==> config.mk <==
export PLATFORM = sky130hd
export DESIGN_NAME = morse_symbol_sequencer
export DESIGN_NICKNAME = d
export VERILOG_FILES = /design/src/rtl/morse_symbol_sequencer.sv
export SDC_FILE = /design/constraint.sdc
export NUM_CORES = 1
export LEC_CHECK = 0
export BUFFER_PORTS_ARGS = -buffer_cell sky130_fd_sc_hd__buf_2
export CORE_ASPECT_RATIO = 1.2
export CORE_MARGIN = 1
export CORE_UTILIZATION = 38
export CTS_CLUSTER_SIZE = 20
export DETAILED_ROUTE_END_ITERATION = 7
export GPL_ROUTABILITY_DRIVEN = 0
export GPL_TIMING_DRIVEN = 0
export HOLD_SLACK_MARGIN = 0.08
export PLACE_DENSITY = 0.54
export SLEW_MARGIN = 20
export SYNTH_ARGS = -nofsm -noshare
export SYNTH_HDL_FRONTEND = slang
export SYNTH_SLANG_ARGS = --single-unit
==> constraint.sdc <==
create_clock -name clk -period 4.5 [get_ports clk]
set_clock_uncertainty 0.15 [all_clocks]
set_input_delay 0.45 -clock clk [delete_from_list [all_inputs] [get_ports clk]]
set_output_delay 0.45 -clock clk [all_outputs]
set_load 0.05 [all_outputs]
==> src/rtl/morse_symbol_sequencer.sv <==
// Morse key timing front-end: measures mark/space lengths in unit periods,
// classifies them into dit/dah/letter-gap/word-gap events and queues them in a FWFT FIFO.
module morse_symbol_sequencer #(
   parameter int unsigned UNIT_CYCLES = 66,
   parameter int unsigned CNT_W       = 16,
   parameter int unsigned FIFO_DEPTH  = 4
) (
   input  logic       clk,
   input  logic       reset,
   input  logic       signal,
   output logic [1:0] sym,
   output logic       sym_valid,
   input  logic       sym_ready,
   output logic       overflow,
   output logic       busy
);

   localparam int unsigned       AW           = (FIFO_DEPTH > 1) ? $clog2(FIFO_DEPTH) : 1;
   localparam logic [CNT_W-1:0]  LP_UNIT_LAST = CNT_W'(UNIT_CYCLES - 1);
   localparam logic [AW:0]       LP_FULL      = (AW + 1)'(FIFO_DEPTH);

   typedef enum logic [1:0] {
      S_IDLE,
      S_MARK,
      S_SPACE,
      S_LGAP
   } state_t;

   typedef enum logic [1:0] {
      SYM_DIT    = 2'b00,
      SYM_DAH    = 2'b01,
      SYM_LETTER = 2'b10,
      SYM_WORD   = 2'b11
   } sym_t;

   state_t           r_state;
   state_t           w_state_nxt;

   logic             r_signal_q;
   logic [CNT_W-1:0] r_presc;
   logic [2:0]       r_units;
   logic             r_pending;
   logic             r_overflow;

   logic             w_edge;
   logic             w_unit_done;
   logic             w_space_tick;
   logic [2:0]       w_units_now;

   logic             w_push;
   sym_t             w_push_sym;
   logic             w_pending_set;
   logic             w_pending_clr;

   sym_t             r_mem [FIFO_DEPTH];
   logic [AW-1:0]    r_wr_ptr;
   logic [AW-1:0]    r_rd_ptr;
   logic [AW:0]      r_count;
   logic             w_empty;
   logic             w_full;
   logic             w_pop;
   logic             w_wr_en;

   // ------------------------------------------------------------------
   // Level timing
   // ------------------------------------------------------------------
   assign w_edge       = (signal != r_signal_q);
   assign w_unit_done  = (r_presc == LP_UNIT_LAST);
   assign w_space_tick = !w_edge && w_unit_done;
   // Unit count including a unit that completes this very cycle, so a mark
   // of exactly N*UNIT_CYCLES clocks is classified as N units at its fall.
   assign w_units_now  = (w_unit_done && (r_units != 3'd7)) ? r_units + 3'd1 : r_units;

   always_ff @(posedge clk) begin
      if (reset) begin
         r_signal_q <= 1'b0;
         r_presc    <= '0;
         r_units    <= '0;
      end else begin
         r_signal_q <= signal;
         if (w_edge) begin
            r_presc <= '0;
            r_units <= '0;
         end else if (w_unit_done) begin
            r_presc <= '0;
            r_units <= w_units_now;
         end else begin
            r_presc <= r_presc + CNT_W'(1);
         end
      end
   end

   // ------------------------------------------------------------------
   // Element classifier FSM
   // ------------------------------------------------------------------
   always_ff @(posedge clk) begin
      if (reset) begin
         r_state   <= S_IDLE;
         r_pending <= 1'b0;
      end else begin
         r_state <= w_state_nxt;
         if (w_pending_set) begin
            r_pending <= 1'b1;
         end else if (w_pending_clr) begin
            r_pending <= 1'b0;
         end
      end
   end

   always_comb begin
      w_state_nxt   = r_state;
      w_push        = 1'b0;
      w_push_sym    = SYM_DIT;
      w_pending_set = 1'b0;
      w_pending_clr = 1'b0;
      unique case (r_state)
         S_IDLE: begin
            if (w_edge && signal) begin
               w_state_nxt = S_MARK;
            end
         end
         S_MARK: begin
            if (w_edge && !signal) begin
               if (w_units_now == 3'd0) begin
                  // Glitch: resume the gap only if a mark is awaiting its letter gap.
                  w_state_nxt = r_pending ? S_SPACE : S_IDLE;
               end else begin
                  w_push        = 1'b1;
                  w_push_sym    = (w_units_now >= 3'd3) ? SYM_DAH : SYM_DIT;
                  w_pending_set = 1'b1;
                  w_state_nxt   = S_SPACE;
               end
            end
         end
         S_SPACE: begin
            if (w_edge && signal) begin
               w_state_nxt = S_MARK;
            end else if (w_space_tick && (r_units == 3'd2)) begin
               w_push        = 1'b1;
               w_push_sym    = SYM_LETTER;
               w_pending_clr = 1'b1;
               w_state_nxt   = S_LGAP;
            end
         end
         S_LGAP: begin
            if (w_edge && signal) begin
               w_state_nxt = S_MARK;
            end else if (w_space_tick && (r_units == 3'd6)) begin
               w_push      = 1'b1;
               w_push_sym  = SYM_WORD;
               w_state_nxt = S_IDLE;
            end
         end
         default: begin
            w_state_nxt = S_IDLE;
         end
      endcase
   end

   // ------------------------------------------------------------------
   // Symbol FIFO (first-word-fall-through)
   // ------------------------------------------------------------------
   assign w_empty = (r_count == '0);
   assign w_full  = (r_count == LP_FULL);
   assign w_pop   = !w_empty && sym_ready;
   // A pop in the same cycle frees the slot, so a full FIFO still accepts the push.
   assign w_wr_en = w_push && (!w_full || w_pop);

   always_ff @(posedge clk) begin
      if (w_wr_en) begin
         r_mem[r_wr_ptr] <= w_push_sym;
      end
   end

   always_ff @(posedge clk) begin
      if (reset) begin
         r_wr_ptr   <= '0;
         r_rd_ptr   <= '0;
         r_count    <= '0;
         r_overflow <= 1'b0;
      end else begin
         if (w_wr_en) begin
            r_wr_ptr <= r_wr_ptr + AW'(1);
         end
         if (w_pop) begin
            r_rd_ptr <= r_rd_ptr + AW'(1);
         end
         if (w_wr_en && !w_pop) begin
            r_count <= r_count + (AW + 1)'(1);
         end else if (!w_wr_en && w_pop) begin
            r_count <= r_count - (AW + 1)'(1);
         end
         if (w_push && !w_wr_en) begin
            r_overflow <= 1'b1;
         end
      end
   end

   assign sym       = w_empty ? 2'b00 : r_mem[r_rd_ptr];
   assign sym_valid = !w_empty;
   assign overflow  = r_overflow;
   assign busy      = (r_state != S_IDLE);

endmodule

==> out/results.tsv, run 1 <==
stage	metric	value	unit
status	outcome	complete, no violations	
timing	Final Cycle Share	0.790	
die	DIE HEIGHT	82.4	µm
yosys	Synth async-reset ratio	0	
hold_path	Worst Hold Class	in -> reg	
yosys	Synth cell types	43	
setup_path	CP Launch Type	flip-flop	
layout	ratio of cells with drive above 1 in the final layout	0.153	
run	maxcap violations	0	
die	# IOs	9	
layout	Area growth, synth to finish	11.3	%
routing	post-route ant nets	0	
global_route	gr ovfl total	0	
setup_path	Worst setup EP type	flip-flop	
global_route	first-pass GRT wire length	5970	µm
cts	Setup Buffers After CTS	0	
yosys	Synth Instances	206	
routing	DRT Pass-1 Iters	4	
routing	WL/cell	12.1	µm
cts	hold-fix buffers at CTS	0	
yosys	Yosys warning count	0	
routing	overall routed net length	3410	µm
yosys	area leader, netlist	dfxtp_1	
power_and_ir_drop	maximum VDD drop	0.176	mV
timing	Sum Neg Setup Slack	0	ns
setup_path	CP max FO	8	
cts	PostCTS Resize Cnt	0	
setup_path	Worst Path Arrival	3.63	ns
routing	DRT iter0 DRCs	57	
layout	Inserted Diodes	0	
cts	clock root cell	clkbuf_8	
yosys	most common cell in the netlist	nor2_1	
yosys	commonest cells in the netlist	nor2_1 (34), dfxtp_1 (33), ha_1 (12), nand2_1 (12)	
timing	Setup Viol. Count Final	0	
power_and_ir_drop	LEAKAGE	0.000857	µW
timing	Slew Viols, Final	0	
global_route	number of global-route vias before repair	1375	
timing	FMAX	281	MHz
global_route	pin count of the biggest net entering global routing	15	
layout	Final nets	238	
layout	Final Non-Filler Cells	282	
power_and_ir_drop	internal cell power	627	µW
cts	TritonCTS Buffers	5	
yosys	ys flop type	dfxtp_1	
power_and_ir_drop	Switching Power	261	µW
layout	FILL cells	530	
yosys	Synth Cell Area	0.00204	mm²
routing	residual DRC count	0	
cts	TritonCTS Sinks	41	
timing	minimum clock period	3.55	ns
setup_path	CP Data Required Time	4.58	ns
yosys	EDFF count, synth	8	
cts	worst skew pair latency	0.29	ns
die	die width	69.0	µm
power_and_ir_drop	Switching Share	0.294	
timing	Final Hold Viols	0	
placement	post-DP HPWL	2570	µm
yosys	FF+latch count, synth	41	
global_route	GRT Overall Usage	0.145	
yosys	Syn Nets	223	
setup_path	Worst Path Class, Setup	reg -> reg	
cts	Clock Path Buffers	2	
yosys	Synth top area share	0.323	
placement	dpl cells	274	
timing	slew of the pin with the lowest slew margin	0.671	ns
power_and_ir_drop	Seq pwr share	0.469	
power_and_ir_drop	combinational group share of total power	0.195	
power_and_ir_drop	cell area power density	390	mW/mm²
cts	Max H-tree Level	2	
die	Initial Util	0.405	
yosys	Area contributors post-synth	dfxtp_1 (32%), edfxtp_1 (12%), ha_1 (7.3%)	
yosys	syn avg cell area	9.92	µm²
die	Site Rows	28	
die	core area	0.00504	mm²
power_and_ir_drop	clock power share	0.336	
placement	port bufs	8	
global_route	initial antenna violation count	0	
yosys	register area share after synthesis	0.441	
cts	CTS tree	yes	
cts	clock slew at reported path FFs	0.08	ns
routing	via count	1410	
timing	unrepaired setup endpoints after global routing	false	
timing	Rel. slew slack	0.547	
routing	vias per cell	5.00	
die	die area	0.00568	mm²
==> area by class of cell <==
class / instances / area, µm² / share of cell area
inverter: 9 / 33.8 / 0.0149
tap: 60 / 75.1 / 0.0330
multi-input combinational: 152 / 1090 / 0.481
sequential: 41 / 901 / 0.396
clock buffer: 5 / 68.8 / 0.0303
clock inverter: 3 / 46.3 / 0.0204
timing repair buffer: 8 / 40.0 / 0.0176
buffer: 4 / 15.0 / 0.00660
==> final timing paths <==
| kind | to | startpoint | slack, ns | cells past startpoint |
|---|---|---|---|---|
| setup reg to reg | r_count[2]$_SDFFE_PP0P_ | r_units[0]$_SDFFE_PP0N_ | 0.95 | 12 |
| hold reg to reg | r_pending$_SDFFE_PP0P_ | r_pending$_SDFFE_PP0P_ | 0.34 | 2 |
| hold / removal | r_signal_q$_SDFF_PP0_ | signal | 0.27 | 3 |
| setup / recovery | r_count[2]$_SDFFE_PP0P_ | r_units[0]$_SDFFE_PP0N_ | 0.95 | 12 |
==> critical path: stages, from the launching register on <==
cell	delay, ns
dfxtp_1	0.37
ha_1	0.22
ha_1	0.18
nor4b_1	0.35
nand4_2	0.28
mux2_2	0.41
a21oi_4	0.25
ha_1	0.24
inv_1	0.06
fa_1	0.37
xor2_1	0.17
or3_1	0.30
a21oi_1	0.13
==> cell usage in the layout (no fill, tap or decap), drive strengths merged, types with 4 or more instances in the layout <==
master  instances
edfxtp          8
ha             12
nand2b          4
dfxtp          33
a21oi           7
clkbuf          9
inv             9
buf             8
mux2i           4
nor2           34
nor3            5
nand3          10
xor2            9
and2            7
or3             4
o21ai           4
nand4           4
xnor2           8
nand2          12
==> registers in the layout, indices dropped and copies added, names as in the netlist, named ones only <==
| signal | count |
|---|---|
| r_signal_q | 1 |
| r_count | 3 |
| r_units | 3 |
| r_state | 2 |
| r_mem | 8 |
| r_rd_ptr | 2 |
| r_pending | 1 |
| r_presc | 16 |
| overflow | 1 |
| r_wr_ptr | 2 |
==> power by group through the flow <==
| stage | registers (µW) | clock network (µW) | logic (µW) |
|---|---|---|---|
| after floorplan | 421 | 0 | 145 |
| after global placement | 425 | 0 | 174 |
| after detailed placement | 426 | 0 | 176 |
| after CTS | 417 | 310 | 177 |
| after global routing | 422 | 326 | 203 |
| final | 416 | 298 | 173 |
==> metal layers <==
layer | routed length (µm) | share of wire | up-vias | track usage
li1 | - | - | 736 | -
met1 | 1530 | 0.45 | 652 | 0.164
met2 | 1700 | 0.50 | 16 | 0.250
met3 | 106 | 0.031 | 6 | 0.0412
met4 | 68 | 0.020 | 0 | 0.0612
met5 | 0 | 0 | - | 0
==> metrics by stage <==
step | utilization | total power (µW) | setup slack [ns] | instance area [µm²] | hold slack, ns
floorplan | - | 565 | 1.25 | 2040 | 0.295
global placement | 0.428 | 599 | 0.969 | 2160 | 0.319
detailed placement | 0.428 | 601 | 0.939 | 2160 | 0.324
CTS | 0.451 | 904 | 0.902 | 2270 | 0.253
global route | 0.451 | 952 | 0.723 | 2270 | 0.262
finish | 0.451 | 888 | 0.946 | 2270 | 0.267
==> kinds of logic after synthesis <==
logic type,count (synthesis),share of synthesized area
flip-flops,41,0.441
adder cells (fa/ha/maj),13,0.0832
multiplexers,8,0.0545
buffers and inverters,13,0.0239
AO/OA/AOI/OAI,18,0.0588
AND/OR/NAND/NOR,96,0.266
XOR/XNOR,17,0.0728
Power figures use the tool's default switching activity.
==> run 2: changes to the inputs <==
- clock period: 4.5 -> 3.5 ns (I/O delays scaled with it)
==> run 2 against run 1 <==
  * Sequential share of layout area shrank 0.45 points
  * Power grew 29%
  * Count of clock-buffer cells in the layout is the same
  * Routed wire length grew 1.0%
  * Flip-flop and latch count is the same
  * Combinational power grew 29%
  * Worst setup slack lost 0.63 ns
  * Cell count grew 0.71%
==> out/results.tsv, run 2 (synthesis results as in run 1) <==
stage	metric	value	unit	change
run	maxcap violations	0		unchanged
setup_path	reg2reg start	r_units[0]$_SDFFE_PP0N_		
timing	Slew Viols, Final	0		unchanged
layout	post-route cell area	0.00230	mm²	+1.2%
timing	Rel. slew slack	0.526		-0.0206
placement	post-DP HPWL	2570	µm	unchanged
layout	Biggest register	r_presc		
global_route	gr ovfl total	0		unchanged
timing	Final Hold Viols	0		unchanged
hold_path	Worst Hold Class	in -> reg		
global_route	GRT Overall Usage	0.145		unchanged
setup_path	Buffers & Inverters on Critical Path	1		unchanged
setup_path	Worst Path Class, Setup	reg -> reg		
setup_path	CP Data Required Time	3.58	ns	-1.00 ns
setup_path	sequence of cells on the critical path	ha_1 -> ha_1 -> nor4b_2 -> nand4_2 -> mux2_2 -> a21oi_4 -> ha_1 -> inv_1 -> fa_1 -> xor2_1 -> or3_1 -> a21oi_1		
timing	Setup Viol. Count Final	0		unchanged
die	Site Rows	28		unchanged
routing	overall routed net length	3440	µm	+1.0%
cts	clock root cell	clkbuf_8		
setup_path	CP max FO	6		-2
global_route	first-pass GRT wire length	5990	µm	+0.35%
global_route	number of global-route vias before repair	1380		+0.36%
timing	Final Cycle Share	0.909		+0.119
timing	FMAX	314	MHz	+12%
power_and_ir_drop	Tot Pwr	1140	µW	+29%
die	die width	69.0	µm	unchanged
setup_path	Crit path max-delay family	adder cells		
cts	TritonCTS Sinks	41		unchanged
status	outcome	complete, no violations		
hold_path	hold path depth	3		unchanged
setup_path	Worst R2R Path Depth	12		unchanged
timing	slew of the pin with the lowest slew margin	0.701	ns	+0.0304 ns
routing	DRT Pass-1 Iters	4		unchanged
cts	Clock Path Buffers	2		unchanged
routing	vias per cell	5.02		+0.49%
die	Initial Util	0.405		unchanged
setup_path	R2R Setup Slk	0.32	ns	-0.63 ns
layout	FILL cells	531		+0.19%
die	# IOs	9		unchanged
die	DIE HEIGHT	82.4	µm	unchanged
layout	Core Util, Final	0.456		+0.00521
power_and_ir_drop	LEAKAGE	0.000849	µW	-0.91%
power_and_ir_drop	cell area power density	497	mW/mm²	+27%
placement	Post-DP Area	0.00216	mm²	unchanged
hold_path	Hold EP	r_signal_q$_SDFF_PP0_		
die	core area	0.00504	mm²	unchanged
layout	Final nets	240		+0.84%
placement	port bufs	8		unchanged
cts	TritonCTS Buffers	5		unchanged
layout	most common cell after layout, fill and taps aside	nor2_1		
die	die area	0.00568	mm²	unchanged
routing	residual DRC count	0		unchanged
setup_path	slowest stage delay, CP	0.37	ns	-0.04 ns
layout	most frequent cells in the layout	nor2_1 (34), dfxtp_1 (33), nand2_1 (12), ha_1 (12)		
routing	via count	1427		+1.2%
routing	DRT iter0 DRCs	60		+5.3%
setup_path	Worst setup EP type	flip-flop		
layout	max FFs per register	16		unchanged
setup_path	Crit-path slowest cell	dfxtp_1		
routing	post-route ant nets	0		unchanged
routing	WL/cell	12.1	µm	+0.29%
layout	Inserted Diodes	0		unchanged
cts	worst skew pair latency	0.29	ns	about the same
global_route	pin count of the biggest net entering global routing	15		unchanged
timing	Sum Neg Setup Slack	0	ns	unchanged
layout	Top Registers	r_presc x16, r_mem x8		
global_route	initial antenna violation count	0		unchanged
timing	minimum clock period	3.18	ns	-0.374 ns
power_and_ir_drop	maximum VDD drop	0.226	mV	+29%
setup_path	CP Launch Type	flip-flop		
hold_path	worst hold start	signal		
cts	Max H-tree Level	2		unchanged
cts	clock slew at reported path FFs	0.08	ns	about the same
layout	Area growth, synth to finish	12.5	%	
setup_path	reg2reg end	r_count[2]$_SDFFE_PP0P_		
layout	ratio of cells with drive above 1 in the final layout	0.170		+0.0165
cts	CTS tree	yes		
setup_path	Crit path top cell by count	ha_1		
cts	hold-fix buffers at CTS	0		unchanged
setup_path	Worst Path Arrival	3.26	ns	-0.37 ns
timing	unrepaired setup endpoints after global routing	false		
run 2: changes by cell type in the layout (fill, tap and decap cells not counted):
cell     change
buf_4        +2
nor3b_2      +1
nor3b_1      -1
nor4b_2      +1
nor4b_1      -1
run 2: worst max-delay path by stage:
stage | start | to | slack, ns | depth (start not counted)
4_1_cts | r_presc[0]$_SDFF_PP0_ | r_count[2]$_SDFFE_PP0P_ | 0.08 | 11
3_3_place_gp | r_units[0]$_SDFFE_PP0N_ | r_count[2]$_SDFFE_PP0P_ | -0.03 | 12
3_5_place_dp | r_units[0]$_SDFFE_PP0N_ | r_count[2]$_SDFFE_PP0P_ | -0.06 | 12
6_report | r_units[0]$_SDFFE_PP0N_ | r_count[2]$_SDFFE_PP0P_ | 0.32 | 12
5_1_grt | r_units[0]$_SDFFE_PP0N_ | r_count[2]$_SDFFE_PP0P_ | 0.12 | 12
2_1_floorplan | r_units[0]$_SDFFE_PP0N_ | r_count[2]$_SDFFE_PP0P_ | 0.25 | 12
run 2: cell type report:
cell class	instances	area [µm²]	area share
Tap cell	60	75.1	0.0326
Clock inverter	3	46.3	0.0201
Clock buffer	5	68.8	0.0299
Multi-Input combinational cell	152	1110	0.481
Inverter	9	33.8	0.0147
Timing Repair Buffer	10	55.1	0.0239
Sequential cell	41	901	0.392
Buffer	4	15.0	0.00653
run 2: timing repair:
action,in CTS,in global routing
setup buffers,1,1
gates resized for setup,0,2
pin swaps,1,1
endpoints found under the setup margin,1,1
gates cloned,0,0
run 2: tightest hold or removal path: stages:
cell    delay [ns]
buf_2         0.11
inv_1         0.07
nor2_1        0.05
run 2: metal layers:
metal / track usage / vias to the layer above / share of wire
li1: - / 740 / -
met1: 0.165 / 667 / 0.46
met2: 0.249 / 14 / 0.49
met3: 0.0412 / 6 / 0.027
met4: 0.0612 / 0 / 0.020
met5: 0 / - / 0
run 2: where the power goes:
part | internal, µW | switching, µW
clock | 213 | 170
sequential | 508 | 27.1
combinational | 85.4 | 139
run 2: per-stage QoR:
| stage | hold WS [ns] | std cells | setup slack, ns |
|---|---|---|---|
| final | 0.167 | 284 | 0.320 |
| after global routing | 0.162 | 284 | 0.122 |
| after CTS | 0.153 | 283 | 0.0806 |
| after detailed placement | 0.324 | 274 | -0.0607 |
| after global placement | 0.319 | 274 | -0.0312 |
| after floorplan | 0.295 | 206 | 0.250 |
